--- config.mk ---
export PLATFORM = sky130hd
export DESIGN_NAME = pipe_ctrl
export DESIGN_NICKNAME = d
export VERILOG_FILES = /design/src/rtl/openmips_pkg.sv /design/src/rtl/dr_reg.sv /design/src/rtl/pipe_ctrl_mc_counter.sv /design/src/rtl/pipe_ctrl.sv
export SDC_FILE = /design/constraint.sdc
export NUM_CORES = 1
export LEC_CHECK = 0
export ABC_AREA = 1
export CELL_PAD_IN_SITES_DETAIL_PLACEMENT = 0
export CELL_PAD_IN_SITES_GLOBAL_PLACEMENT = 1
export CORE_ASPECT_RATIO = 1.2
export CORE_MARGIN = 4
export CORE_UTILIZATION = 29
export CTS_CLUSTER_SIZE = 24
export DETAILED_ROUTE_END_ITERATION = 8
export GPL_TIMING_DRIVEN = 0
export HOLD_SLACK_MARGIN = 0.12
export PLACE_DENSITY = 0.8
export RECOVER_POWER = 100
export SYNTH_ARGS = -nofsm -noshare
export SYNTH_HDL_FRONTEND = slang
export SYNTH_SLANG_ARGS = --single-unit
--- constraint.sdc ---
create_clock -name clk -period 2.1 [get_ports clk]
set_clock_uncertainty 0.15 [all_clocks]
set_input_delay 0.42 -clock clk [delete_from_list [all_inputs] [get_ports clk]]
set_output_delay 0.42 -clock clk [all_outputs]
set_load 0.005 [all_outputs]
--- src/rtl/openmips_pkg.sv ---
// Shared constants and types for the openMIPS pipeline control logic.
package openmips_pkg;

  // Stage indices within the stall vector.
  localparam int unsigned STG_PC  = 0;
  localparam int unsigned STG_IF  = 1;
  localparam int unsigned STG_ID  = 2;
  localparam int unsigned STG_EX  = 3;
  localparam int unsigned STG_MEM = 4;
  localparam int unsigned STG_WB  = 5;

  // A stalling stage freezes itself and every stage upstream of it.
  localparam logic [5:0] STALL_ID  = 6'b000111;
  localparam logic [5:0] STALL_EX  = 6'b001111;
  localparam logic [5:0] STALL_MEM = 6'b011111;

  typedef enum logic [1:0] {
    S_IDLE  = 2'd0,
    S_MULTI = 2'd1,
    S_FLUSH = 2'd2
  } pipe_ctrl_state_t;

endpackage

--- src/rtl/dr_reg.sv ---
// Plain D flop bank with synchronous active-high reset to zero and enable.
module dr_reg #(
  parameter int unsigned W = 1
) (
  input  logic         clk,
  input  logic         rst,
  input  logic         en,
  input  logic [W-1:0] d,
  output logic [W-1:0] q
);

  logic [W-1:0] r_q;

  // Capture d when enabled; reset clears to zero.
  always_ff @(posedge clk) begin
    if (rst)     r_q <= '0;
    else if (en) r_q <= d;
  end

  assign q = r_q;

endmodule

--- src/rtl/pipe_ctrl_mc_counter.sv ---
// Loadable down-counter; is_one flags the final cycle of a count.
module mc_counter #(
  parameter int unsigned W = 6
) (
  input  logic         clk,
  input  logic         rst,
  input  logic         load,
  input  logic [W-1:0] load_val,
  input  logic         dec,
  output logic         is_one
);

  logic [W-1:0] r_cnt;

  // Load has priority over decrement; the count never wraps below zero.
  always_ff @(posedge clk) begin
    if (rst)                      r_cnt <= '0;
    else if (load)                r_cnt <= load_val;
    else if (dec && r_cnt != '0)  r_cnt <= r_cnt - W'(1);
  end

  assign is_one = (r_cnt == W'(1));

endmodule

--- src/rtl/pipe_ctrl.sv ---
// Pipeline stall/flush controller: merges stage stall requests, sequences
// multi-cycle EX operations and turns exceptions into a flush with redirect PC.
module pipe_ctrl
  import openmips_pkg::*;
#(
  parameter int unsigned CNT_W        = 6,
  parameter int unsigned FLUSH_CYCLES = 1,
  parameter int unsigned ADDR_W       = 32
) (
  input  logic              clk,
  input  logic              rst_,
  input  logic              id_stallreq,
  input  logic              mem_stallreq,
  input  logic              ex_mc_start,
  input  logic [CNT_W-1:0]  ex_mc_cycles,
  input  logic              excp_valid,
  input  logic [ADDR_W-1:0] excp_pc,
  output logic [5:0]        stall,
  output logic              ex_mc_busy,
  output logic              ex_mc_abort,
  output logic              flush,
  output logic [ADDR_W-1:0] new_pc
);

  localparam int unsigned FW = $clog2(FLUSH_CYCLES + 1);

  pipe_ctrl_state_t r_state;
  pipe_ctrl_state_t w_state_nxt;

  logic             w_excp;
  logic             w_ex_src;
  logic             w_cnt_load;
  logic [CNT_W-1:0] w_cnt_val;
  logic             w_cnt_dec;
  logic             w_cnt_is_one;
  logic             w_fcnt_load;
  logic             w_fcnt_dec;
  logic             w_fcnt_is_one;
  logic             w_pc_cap;
  logic             w_abort_nxt;
  logic             w_flush_nxt;
  logic [5:0]       w_stall;

  mc_counter #(.W(CNT_W)) u_mc_cnt (
    .clk      (clk),
    .rst      (rst_),
    .load     (w_cnt_load),
    .load_val (w_cnt_val),
    .dec      (w_cnt_dec),
    .is_one   (w_cnt_is_one)
  );

  mc_counter #(.W(FW)) u_flush_cnt (
    .clk      (clk),
    .rst      (rst_),
    .load     (w_fcnt_load),
    .load_val (FW'(FLUSH_CYCLES)),
    .dec      (w_fcnt_dec),
    .is_one   (w_fcnt_is_one)
  );

  // State register.
  always_ff @(posedge clk) begin
    if (rst_) r_state <= S_IDLE;
    else      r_state <= w_state_nxt;
  end

  // Next-state and counter control; an exception preempts any EX start.
  always_comb begin
    w_state_nxt = r_state;
    w_excp      = 1'b0;
    w_ex_src    = 1'b0;
    w_cnt_load  = 1'b0;
    w_cnt_val   = '0;
    w_cnt_dec   = 1'b0;
    w_fcnt_load = 1'b0;
    w_fcnt_dec  = 1'b0;
    w_pc_cap    = 1'b0;
    w_abort_nxt = 1'b0;
    unique case (r_state)
      S_IDLE: begin
        if (excp_valid) begin
          w_excp      = 1'b1;
          w_pc_cap    = 1'b1;
          w_fcnt_load = 1'b1;
          w_state_nxt = S_FLUSH;
        end else if (ex_mc_start && ex_mc_cycles != '0) begin
          w_ex_src = 1'b1;
          // The start cycle itself is the first stall cycle, so MULTI covers S-1 more.
          if (ex_mc_cycles > CNT_W'(1)) begin
            w_cnt_load  = 1'b1;
            w_cnt_val   = ex_mc_cycles - CNT_W'(1);
            w_state_nxt = S_MULTI;
          end
        end
      end
      S_MULTI: begin
        if (excp_valid) begin
          w_excp      = 1'b1;
          w_pc_cap    = 1'b1;
          w_fcnt_load = 1'b1;
          w_abort_nxt = 1'b1;
          w_cnt_load  = 1'b1;
          w_state_nxt = S_FLUSH;
        end else begin
          w_ex_src  = 1'b1;
          w_cnt_dec = 1'b1;
          if (w_cnt_is_one) w_state_nxt = S_IDLE;
        end
      end
      S_FLUSH: begin
        w_fcnt_dec = 1'b1;
        if (w_fcnt_is_one) w_state_nxt = S_IDLE;
      end
      default: w_state_nxt = S_IDLE;
    endcase
  end

  // Zero-latency stall merge; reset, exceptions and flushing force it clear.
  always_comb begin
    w_stall = '0;
    if (!rst_ && !w_excp && r_state != S_FLUSH) begin
      if (id_stallreq)  w_stall = w_stall | STALL_ID;
      if (w_ex_src)     w_stall = w_stall | STALL_EX;
      if (mem_stallreq) w_stall = w_stall | STALL_MEM;
    end
  end

  assign w_flush_nxt = (w_state_nxt == S_FLUSH);

  dr_reg #(.W(1)) u_flush_q (
    .clk (clk),
    .rst (rst_),
    .en  (1'b1),
    .d   (w_flush_nxt),
    .q   (flush)
  );

  dr_reg #(.W(1)) u_abort_q (
    .clk (clk),
    .rst (rst_),
    .en  (1'b1),
    .d   (w_abort_nxt),
    .q   (ex_mc_abort)
  );

  dr_reg #(.W(ADDR_W)) u_pc_q (
    .clk (clk),
    .rst (rst_),
    .en  (w_pc_cap),
    .d   (excp_pc),
    .q   (new_pc)
  );

  assign stall      = w_stall;
  assign ex_mc_busy = w_ex_src && !rst_;

endmodule

==> results.tsv <==
metric	value	unit
result of the run	finished, final reports clean	
most frequent cells in the layout	82 x nor2_1, 68 x clkdlybuf4s50_1, 41 x dfxtp_1	
final setup violating endpoints	0	
internal power summed over all cells	1580	uW
Vert. Die Dim	99.9	um
cell area after synthesis	2040	um^2
part of the power in registers	43.0	%
TritonCTS buffer count	5	
Total Routing Usage GR	13.6	%
final number of max-transition violations	0	
leakage component of the power	0.00144	uW
Worst-path clk slew	0.08	ns
combinational fraction of design power	26.3	%
number of global-route vias before repair	2151	
sequential fraction of the synthesis area	42.2	%
clk sinks	43	
# H-tree levels	2	
maximum buffer depth of the clock tree	2	
layout cells sized above 1	18.8	%
count of distinct cell types in the synthesized netlist	27	
estimated wirelength of the detail-placed design	4.16	mm
clock tree from TritonCTS	done	
max-cap check violation count	0	
Crit. End Element	output port	
via count	2031	
shortest clock period the worst path allows after layout	2.05	ns
total overflow reported by the global router	0	
Total Routed Length	5.56	mm
WS Path Type	flip-flop to output port	
die width	84.6	um
Highest Clock Rate	488	MHz
class of the most critical hold timing path	input port to flip-flop	
relative contribution of the clock network to total power	30.7	%
Core Area	6850	um^2
largest net degree at the start of global routing	14	
setup TNS after final layout	0	ns
Die Outline Area	8440	um^2
gate count after technology mapping	282	
n_diodes	0	
number of DRC markers after the initial detailed-route iteration	40	
Post-Place Cell Area	2980	um^2
Area Overhead vs Synth	57.9	%
master cell of the clock root buffer	clkbuf_8	
highest net fanout along the worst path	3	
number of hold buffers added after cts	0	
number of top-level design ports	85	
final design utilization	47.0	%
IO Port Bufs	83	
DRC	0	
endpoint arrival time on the critical path	1.48	ns
Initial Utilization	29.8	%
number of antenna violations at the first check in global routing	0	
average wire per cell in the routed design	11.8	um
Total Nets Final	431	
vias per cell	4.31	
most common cell after layout, fill and taps aside	nor2_1	
fin area	3220	um^2
wire length of the first global-routing pass	9.52	mm
placement row count	33	
unrepaired setup endpoints after global routing	yes	
weighted congestion at the end of routability-driven global placement	0.773	
filler cell count in the final layout	730	
Post-DRT Antenna Nets	0	
Skew-Pair Late Insertion Delay	0.29	ns
final period utilization	97.6	%
Net Sw Power	587	uW
number of search-and-repair iterations in the first detailed-routing pass	4	
Warnings, synthesis	0	
average instance area after synthesis	7.23	um^2
IR drop worst, VDD	0.000411	V
number of hold-slack violations in the final timing report	0	
critical path required time	1.53	ns
critical path startpoint category	flip-flop	
flip-flop and latch count after synthesis	43	
Synth Net Count	330	
Switching Fraction	27.1	%
power density relative to cell area	672	nW/um^2
==> synth_stat cells (all sizes together) <==
| master | instances | area [um^2] |
|---|---|---|
| nor2 | 91 | 409 |
| nand3 | 17 | 100 |
| or2 | 1 | 6.26 |
| buf | 8 | 47.5 |
| xor2 | 5 | 43.8 |
| nand2 | 36 | 163 |
| nor3 | 1 | 10.0 |
| inv | 27 | 101 |
| ha | 4 | 50.1 |
| a211oi | 1 | 7.51 |
| nand3b | 1 | 7.51 |
| o21ai | 33 | 165 |
| clkbuf | 5 | 18.8 |
| conb | 1 | 3.75 |
| nand4 | 1 | 6.26 |
| o21bai | 1 | 7.51 |
| a21oi | 5 | 25.0 |
| a31oi | 1 | 6.26 |
| dfxtp | 43 | 861 |
==> sequential cells by signal, indices dropped and copies added, names as in the netlist <==
| name | count |
|---|---|
| r_state | 2 |
| u_pc_q.q | 32 |
| u_flush_q.q | 1 |
| u_flush_cnt.is_one | 1 |
| u_abort_q.q | 1 |
| u_mc_cnt.r_cnt | 6 |
==> timing repair <==
| action | in CTS | in global routing |
|---|---|---|
| buffers inserted | 11 | 1 |
| pin swaps | 9 | 3 |
| resized for setup | 69 | 6 |
| endpoints found under the setup margin | 6 | 5 |
==> per-stage QoR <==
| step | hold WS (ns) | std cells | setup WS, ns | power, uW |
|---|---|---|---|---|
| floorplan | 0.288 | 282 | 0.0843 | 1220 |
| global placement | 0.307 | 452 | -0.969 | 1490 |
| detailed placement | 0.310 | 452 | -0.987 | 1490 |
| CTS | 0.231 | 471 | 0.00324 | 2190 |
| global route | 0.241 | 471 | -0.0566 | 2300 |
| finish | 0.244 | 471 | 0.0502 | 2160 |
==> critical path, cell delays in order (launching register included) <==
cell	delay [ns]
dfxtp_2	0.35
inv_4	0.08
nor2_4	0.04
nand3b_1	0.18
buf_4	0.16
a31oi_4	0.18
buf_6	0.12
buf_6	0.08
==> cell families after synthesis <==
logic type	share of synthesized area [%]
compound gates	10.4
xor+xnor	2.15
fa+ha+maj	2.45
buf+inv	8.22
flops	42.2
other cells	0.184
simple gates	34.4
==> power groups by stage <==
stage	sequential (uW)	clock (uW)	combinational [uW]
finish	930	665	569
global route	940	721	643
CTS	930	689	573
detailed placement	948	0	543
global placement	947	0	538
floorplan	950	0	268
==> cell type report <==
type	count	area [um^2]	area share (%)
Multi-Input combinational cell	199	1070	33.4
Timing Repair Buffer	95	875	27.2
Sequential cell	43	866	26.9
Inverter	27	109	3.38
Tap cell	87	109	3.38
Clock buffer	6	82.6	2.57
Buffer	12	68.8	2.14
Clock inverter	2	35.0	1.09
==> path summary, 6_finish.rpt <==
kind	from	endpoint	slack (ns)	cells after the start
hold reg to reg	u_flush_cnt.is_one	u_flush_cnt.is_one	0.33	2
setup reg to reg	r_state[1]	u_mc_cnt.r_cnt[3]	0.46	7
hold / removal	rst_	r_state[1]	0.24	2
setup / recovery	r_state[1]	stall[1]	0.05	7
==> routing by layer <==
| layer | vias to the layer above | track usage, % | routed length (um) |
|---|---|---|---|
| met4 | 0 | 3.65 | 58 |
| met1 | 890 | 15.0 | 2300 |
| met2 | 54 | 23.6 | 2660 |
| met3 | 5 | 6.24 | 542 |
| met5 | - | 0 | 0 |
| li1 | 1082 | - | - |
No activity file was read; power rests on OpenSTA's default activity.
